--- config.mk ---
export PLATFORM = sky130hd
export DESIGN_NAME = alu_arbiter
export DESIGN_NICKNAME = d
export VERILOG_FILES = /design/src/rtl/alu_arbiter.sv
export SDC_FILE = /design/constraint.sdc
export NUM_CORES = 1
export LEC_CHECK = 0
export ABC_CLOCK_PERIOD_IN_PS = 5000
export CAP_MARGIN = 25
export CORE_AREA = 5 5 57 59
export DETAILED_ROUTE_END_ITERATION = 8
export DIE_AREA = 0 0 62 64
export DONT_BUFFER_PORTS = 1
export GPL_TIMING_DRIVEN = 0
export MAX_ROUTING_LAYER = met4
export PLACE_DENSITY_LB_ADDON = 0.25
export RECOVER_POWER = 25
export SLEW_MARGIN = 20
export SYNTH_ARGS = -nofsm -noshare
export SYNTH_HDL_FRONTEND = slang
export SYNTH_SLANG_ARGS = --single-unit
--- constraint.sdc ---
create_clock -name clock_100Mhz -period 5 [get_ports clock_100Mhz]
set_clock_uncertainty 0.2 [all_clocks]
set_input_delay 1 -clock clock_100Mhz [delete_from_list [all_inputs] [get_ports clock_100Mhz]]
set_output_delay 1 -clock clock_100Mhz [all_outputs]
set_load 0.05 [all_outputs]
--- src/rtl/alu_arbiter.sv ---
// Two-requester front end for a shared multi-cycle ALU: arbitrates, issues operands,
// waits SETTLE_CYCLES+1 cycles, captures the result and returns it to the winner.
// Optional macro ALU_ARB_ROUND_ROBIN_EN selects round-robin instead of fixed priority.
module alu_arbiter #(
   parameter int unsigned SETTLE_CYCLES = 2
) (
   input  logic       clock_100Mhz,
   input  logic       reset,
   input  logic [1:0] req_valid,
   output logic [1:0] req_ready,
   input  logic [4:0] req_a0,
   input  logic [4:0] req_b0,
   input  logic [1:0] req_mode0,
   input  logic [4:0] req_a1,
   input  logic [4:0] req_b1,
   input  logic [1:0] req_mode1,
   output logic [4:0] alu_A,
   output logic [4:0] alu_B,
   output logic [1:0] alu_mode,
   input  logic [9:0] alu_out,
   input  logic       alu_negative,
   output logic [1:0] rsp_valid,
   input  logic [1:0] rsp_ready,
   output logic [9:0] rsp_data,
   output logic       rsp_negative,
   output logic       busy
);

   typedef enum logic [1:0] {
      ST_IDLE = 2'd0,
      ST_WAIT = 2'd1,
      ST_RESP = 2'd2
   } state_t;

   localparam logic [3:0] SETTLE_INIT = 4'(SETTLE_CYCLES);
   localparam logic [1:0] MODE_SUB    = 2'b10;

   state_t     state_q, state_d;
   logic [3:0] cnt_q, cnt_d;
   logic       grant_q, grant_d;
   logic [4:0] alu_a_q, alu_a_d;
   logic [4:0] alu_b_q, alu_b_d;
   logic [1:0] alu_mode_q, alu_mode_d;
   logic [1:0] rsp_valid_q, rsp_valid_d;
   logic [9:0] rsp_data_q, rsp_data_d;
   logic       rsp_negative_q, rsp_negative_d;
   logic       busy_q, busy_d;
   logic       win_s;
   logic       accept_s;
`ifdef ALU_ARB_ROUND_ROBIN_EN
   logic       last_q, last_d;
`endif

   // Arbitration winner and combinational ready, only offered while idle.
   always_comb begin
      win_s = 1'b0;
`ifdef ALU_ARB_ROUND_ROBIN_EN
      if (req_valid == 2'b11) begin
         win_s = ~last_q;
      end else begin
         win_s = ~req_valid[0];
      end
`else
      win_s = ~req_valid[0];
`endif
      if ((state_q == ST_IDLE) && (req_valid != 2'b00)) begin
         req_ready = win_s ? 2'b10 : 2'b01;
      end else begin
         req_ready = 2'b00;
      end
      accept_s = ((req_valid & req_ready) != 2'b00);
   end

   // Next-state and datapath computation for the single-operation FSM.
   always_comb begin
      state_d        = state_q;
      cnt_d          = cnt_q;
      grant_d        = grant_q;
      alu_a_d        = alu_a_q;
      alu_b_d        = alu_b_q;
      alu_mode_d     = alu_mode_q;
      rsp_valid_d    = rsp_valid_q;
      rsp_data_d     = rsp_data_q;
      rsp_negative_d = rsp_negative_q;
`ifdef ALU_ARB_ROUND_ROBIN_EN
      last_d         = last_q;
`endif
      case (state_q)
         ST_IDLE: begin
            if (accept_s) begin
               grant_d    = win_s;
               alu_a_d    = win_s ? req_a1 : req_a0;
               alu_b_d    = win_s ? req_b1 : req_b0;
               alu_mode_d = win_s ? req_mode1 : req_mode0;
               cnt_d      = SETTLE_INIT;
               state_d    = ST_WAIT;
`ifdef ALU_ARB_ROUND_ROBIN_EN
               last_d     = win_s;
`endif
            end else begin
               state_d = ST_IDLE;
            end
         end
         ST_WAIT: begin
            // Counting down to zero gives SETTLE_CYCLES+1 edges after issue.
            if (cnt_q == 4'd0) begin
               rsp_data_d     = alu_out;
               rsp_negative_d = (alu_mode_q == MODE_SUB) ? alu_negative : 1'b0;
               rsp_valid_d    = grant_q ? 2'b10 : 2'b01;
               state_d        = ST_RESP;
            end else begin
               cnt_d = cnt_q - 4'd1;
            end
         end
         ST_RESP: begin
            if (rsp_ready[grant_q]) begin
               rsp_valid_d = 2'b00;
               state_d     = ST_IDLE;
            end else begin
               state_d = ST_RESP;
            end
         end
         default: begin
            rsp_valid_d = 2'b00;
            state_d     = ST_IDLE;
         end
      endcase
      busy_d = (state_d != ST_IDLE);
   end

   // State and output registers.
   always_ff @(posedge clock_100Mhz or negedge reset) begin
      if (!reset) begin
         state_q        <= ST_IDLE;
         cnt_q          <= 4'd0;
         grant_q        <= 1'b0;
         alu_a_q        <= 5'd0;
         alu_b_q        <= 5'd0;
         alu_mode_q     <= 2'b00;
         rsp_valid_q    <= 2'b00;
         rsp_data_q     <= 10'd0;
         rsp_negative_q <= 1'b0;
         busy_q         <= 1'b0;
`ifdef ALU_ARB_ROUND_ROBIN_EN
         last_q         <= 1'b1;
`endif
      end else begin
         state_q        <= state_d;
         cnt_q          <= cnt_d;
         grant_q        <= grant_d;
         alu_a_q        <= alu_a_d;
         alu_b_q        <= alu_b_d;
         alu_mode_q     <= alu_mode_d;
         rsp_valid_q    <= rsp_valid_d;
         rsp_data_q     <= rsp_data_d;
         rsp_negative_q <= rsp_negative_d;
         busy_q         <= busy_d;
`ifdef ALU_ARB_ROUND_ROBIN_EN
         last_q         <= last_d;
`endif
      end
   end

   assign alu_A        = alu_a_q;
   assign alu_B        = alu_b_q;
   assign alu_mode     = alu_mode_q;
   assign rsp_valid    = rsp_valid_q;
   assign rsp_data     = rsp_data_q;
   assign rsp_negative = rsp_negative_q;
   assign busy         = busy_q;

endmodule

==> run summary <==
Post-CTS timing repair inserted 0 buffers for setup. The first global-routing pass estimated 5278 um of wire. For the pin with the worst max-slew slack, the measured transition is 887.5 ps. The run gives 1158 as the via count of the first global-routing pass. For the number of maximum-capacitance violations, the log shows 0.

Combinational logic is responsible for 31.3% of the overall power. Setup violations remaining at the end of the flow were counted as 0. In this run the deepest clock path goes through 2 buffers. The pre-antenna-repair detailed-routing pass consisted of 4 iterations. Clock-pin slew was measured on the worst setup and hold paths at 100 ps. The depth of the CTS H-tree came out at 2. Endpoint type of the worst setup path: an output port. The capture instance of the worst register-to-register path was rsp_data[9]$_DFFE_PN0P_. After synthesis, the most frequently instantiated cells are 33 x sky130_fd_sc_hd__dfrtp_1, 12 x sky130_fd_sc_hd__a221o_1, 8 x sky130_fd_sc_hd__nor4b_2, 7 x sky130_fd_sc_hd__mux2_4.

Overall fraction of global-route tracks in use: 18.35%. The worst setup path is launched from an input pin. The sequential fraction of design power is 58.8%. Post-route clock period utilization: 69.15%. A synthesized cell averages 13.26 um^2.

In the synthesized netlist the dominant register cell turns out to be sky130_fd_sc_hd__dfrtp_1. After clock tree synthesis, the flow added hold-fix buffers numbering 0. The die covers 3968 um^2.

The via density per instance works out to 6.475. The overall die width was 62 um; the worst reg2reg path depth was 6. The tree is rooted in a sky130_fd_sc_hd__clkbuf_4. The run gives 0 as the number of antenna violations at the first check in global routing.

Setup repair after global routing left no endpoint under its margin. Synthesis produced a netlist whose cell count is 123. The top cell type by area accounts for 50.61% of the synthesized area. Derived from the worst setup path, the maximum achievable clock frequency is 0.2892 GHz. The smallest clock period supported by the final layout is computed as 3458 ps. The tools report the hold violation total from the final report as 0.

Pin placement for this block handled 69 I/O pins. In the final routed layout, each cell accounts on average for 19.93 um. The routed layout has 1049 vias. Clock latency on the worst-skew pair, taken at its later pin, is 330 ps.

Power density normalized to cell area: 836.3 nW/um^2. The tools report the number of DRC markers in iteration 0 as 38. Capture point of the worst path: req_ready[1]. Post-CTS repair changed the size of 0 cells.

The sum of overflow across all layers after global routing was 0. The critical path arrival is 2260 ps, and the number of nets still failing antenna checks after routing is 0. In this run the worst path has a maximum fanout of 10. Yosys printed 0 warnings.

For the final routed database, the setup TNS stands at 0 ps. The die is 64 um tall. After synthesis, the cell types taking the most area are sky130_fd_sc_hd__dfrtp_1 51%, sky130_fd_sc_hd__a221o_1 7.4%, sky130_fd_sc_hd__nor4b_2 7.4%. The critical path in this run is classified as input pin to output port.

After synthesis the netlist holds a flip-flop and latch count of 33. At the worst endpoint, the required time is 3800 ps. Setup slack on the worst reg-to-reg path comes out at 3050 ps. Tracing the worst setup path back leads to its startpoint at req_valid[0]. The ratio of cells with drive above 1 in the final layout was 31.30%; the total count of max-transition violations in the final report was 0. After floorplanning, the core was divided into 19 placement rows. Summed over all nets, the switching power comes to 758.6 uW.

The classification of the worst-slack hold path is input pin to async pin. The logs give 1632 um^2 for the cell area after technology mapping and 681.3 uW for the total internal power. The beginning of the worst register-to-register path is cnt_q[0]$_DFFE_PN0P_. Peak supply drop: 0.6293 mV. The relative slew slack was 40.61%.

For this run, the slowest stage of the critical path takes 690 ps. The number of flops mapped to enable cells by yosys was 0. TritonCTS built the clock tree. The dominant cell by count in the synthesized netlist is sky130_fd_sc_hd__dfrtp_1.

Input and output buffers added on the ports amount to 0. At the end of the flow, the number of nets in the layout was 173. The proportion of register bits with asynchronous set or reset after synthesis is 100.0%, and the global placement routability congestion is 0.7537. Counting every net in the synthesized netlist gives 166. The logs give 3228 um for the final wirelength and 32 for the number of unique standard cell types used by synthesis. Of the total power, the share spent switching nets is 52.68%.

The number of antenna diodes in the final layout is 0. The final design instance area without fill came out at 1722 um^2. The total DRC errors in the routed layout was 0; the placeable core region was 2663 um^2. The filler cells instantiated in the layout total 197. Cell type of the slowest stage on the worst timing path: sky130_fd_sc_hd__nor2_1.

Relative to the synthesized area, the layout overhead comes to 5.521%. The run gives 50.61% as the part of the Yosys area used for sequential elements. Once layout is complete, the utilization of the core stands at 64.66%. The flow ran to the end, and the final reports show no timing, DRC or antenna violations. By instance count, the cell type seen most on the critical path is sky130_fd_sc_hd__buf_2.

The share of total power dissipated in the clock network is 9.8%. The largest net degree at the start of global routing is 34, and the leakage power summed over all cells is 0.7611 nW. The tools report the post-detailed-placement half-perimeter wirelength as 2376 um.

Counting the buffers created by CTS gives 5. The tools report the area of placed instances as 1670 um^2. The effective utilization at floorplan is 61.28%. Clock tree synthesis found a total of 33 sinks. sky130_fd_sc_hd__dfrtp_1 takes more of the synthesized area than any other cell. The signal on the critical path passes through buf_2, o21ai_1, buf_2, nor2_1.
[cell families (layout without fill, tap and decap cells)]
kind of cell | count (synthesis) | in the layout | share of synthesized area [%]
AO/OA/AOI/OAI | 24 | 24 | 12.04
adder cells (fa/ha/maj) | 2 | 2 | 1.533
buffers and inverters | 14 | 22 | 5.828
flip-flops | 33 | 33 | 50.61
multiplexers | 14 | 14 | 11.04
AND/OR/NAND/NOR | 36 | 36 | 18.94
[how the worst min path moves through the flow]
stage                                     from              endpoint  slack, ps
after floorplan           cnt_q[0]$_DFFE_PN0P_  cnt_q[0]$_DFFE_PN0P_        270
after global placement    cnt_q[0]$_DFFE_PN0P_  cnt_q[0]$_DFFE_PN0P_        290
after detailed placement  cnt_q[0]$_DFFE_PN0P_  cnt_q[0]$_DFFE_PN0P_        300
after CTS                                reset  alu_A[2]$_DFFE_PN0P_        130
after global routing                     reset  alu_A[2]$_DFFE_PN0P_        110
final                                    reset  alu_B[0]$_DFFE_PN0P_        150
[through the flow]
stage	std cells	worst slack (ps)	hold slack [ps]	total power, mW
floorplan	123	1682	266.3	1.221
global placement	154	1551	293.4	1.293
detailed placement	154	1525	299.4	1.309
CTS	162	1529	133.2	1.452
global route	162	1478	105.5	1.529
finish	162	1542	146.2	1.440
[power groups by stage]
stage	logic (mW)	registers (mW)	clock network, mW
floorplan	0.395	0.826	0
global placement	0.439	0.855	0
detailed placement	0.453	0.857	0
CTS	0.456	0.850	0.146
global route	0.499	0.867	0.163
finish	0.451	0.847	0.142
[area by class of cell]
cell class | count | area (um^2) | share of cell area, %
Sequential cell | 33 | 825.8 | 47.97
Multi-Input combinational cell | 76 | 710.7 | 41.28
Buffer | 10 | 80.08 | 4.651
Clock buffer | 6 | 41.29 | 2.398
Tap cell | 31 | 38.79 | 2.253
Inverter | 4 | 15.01 | 0.8721
Clock inverter | 2 | 10.01 | 0.5814
[registers in the layout (all words and copies together) (netlist names)]
| name | count |
|---|---|
| state_q | 2 |
| cnt_q | 4 |
| alu_A | 5 |
| rsp_negative | 1 |
| rsp_data | 10 |
| grant_q | 1 |
| alu_B | 5 |
| alu_mode | 2 |
| rsp_valid | 2 |
| busy | 1 |
[routing by layer]
layer	vias to the layer above	GRT usage [%]	wire length, um
li1	479	-	-
met1	511	19.00	1173
met2	52	29.15	1626
met3	7	9.457	375
met4	0	6.631	52
met5	-	-	0
[critical path, delay by kind of cell]
family,cells,cell delay (ps)
AOI/OAI and AO/OA,1,180
buffers and inverters,2,390
and+or+nand+nor,1,690
[cell usage in the layout (no fill, tap or decap), types with 2 or more instances in the layout]
master	instances
sky130_fd_sc_hd__a221o_1	12
sky130_fd_sc_hd__buf_2	4
sky130_fd_sc_hd__buf_4	2
sky130_fd_sc_hd__buf_6	4
sky130_fd_sc_hd__clkbuf_4	5
sky130_fd_sc_hd__clkinv_2	2
sky130_fd_sc_hd__dfrtp_1	33
sky130_fd_sc_hd__ha_1	2
sky130_fd_sc_hd__inv_1	4
sky130_fd_sc_hd__mux2_2	4
sky130_fd_sc_hd__mux2_4	7
sky130_fd_sc_hd__mux2i_1	3
sky130_fd_sc_hd__nand2_1	3
sky130_fd_sc_hd__nand3_1	3
sky130_fd_sc_hd__nor2_1	5
sky130_fd_sc_hd__nor3_1	4
sky130_fd_sc_hd__nor4b_1	4
sky130_fd_sc_hd__nor4b_2	8
sky130_fd_sc_hd__o21ai_0	5
sky130_fd_sc_hd__o22ai_1	2
No activity file was read; power rests on OpenSTA's default activity.
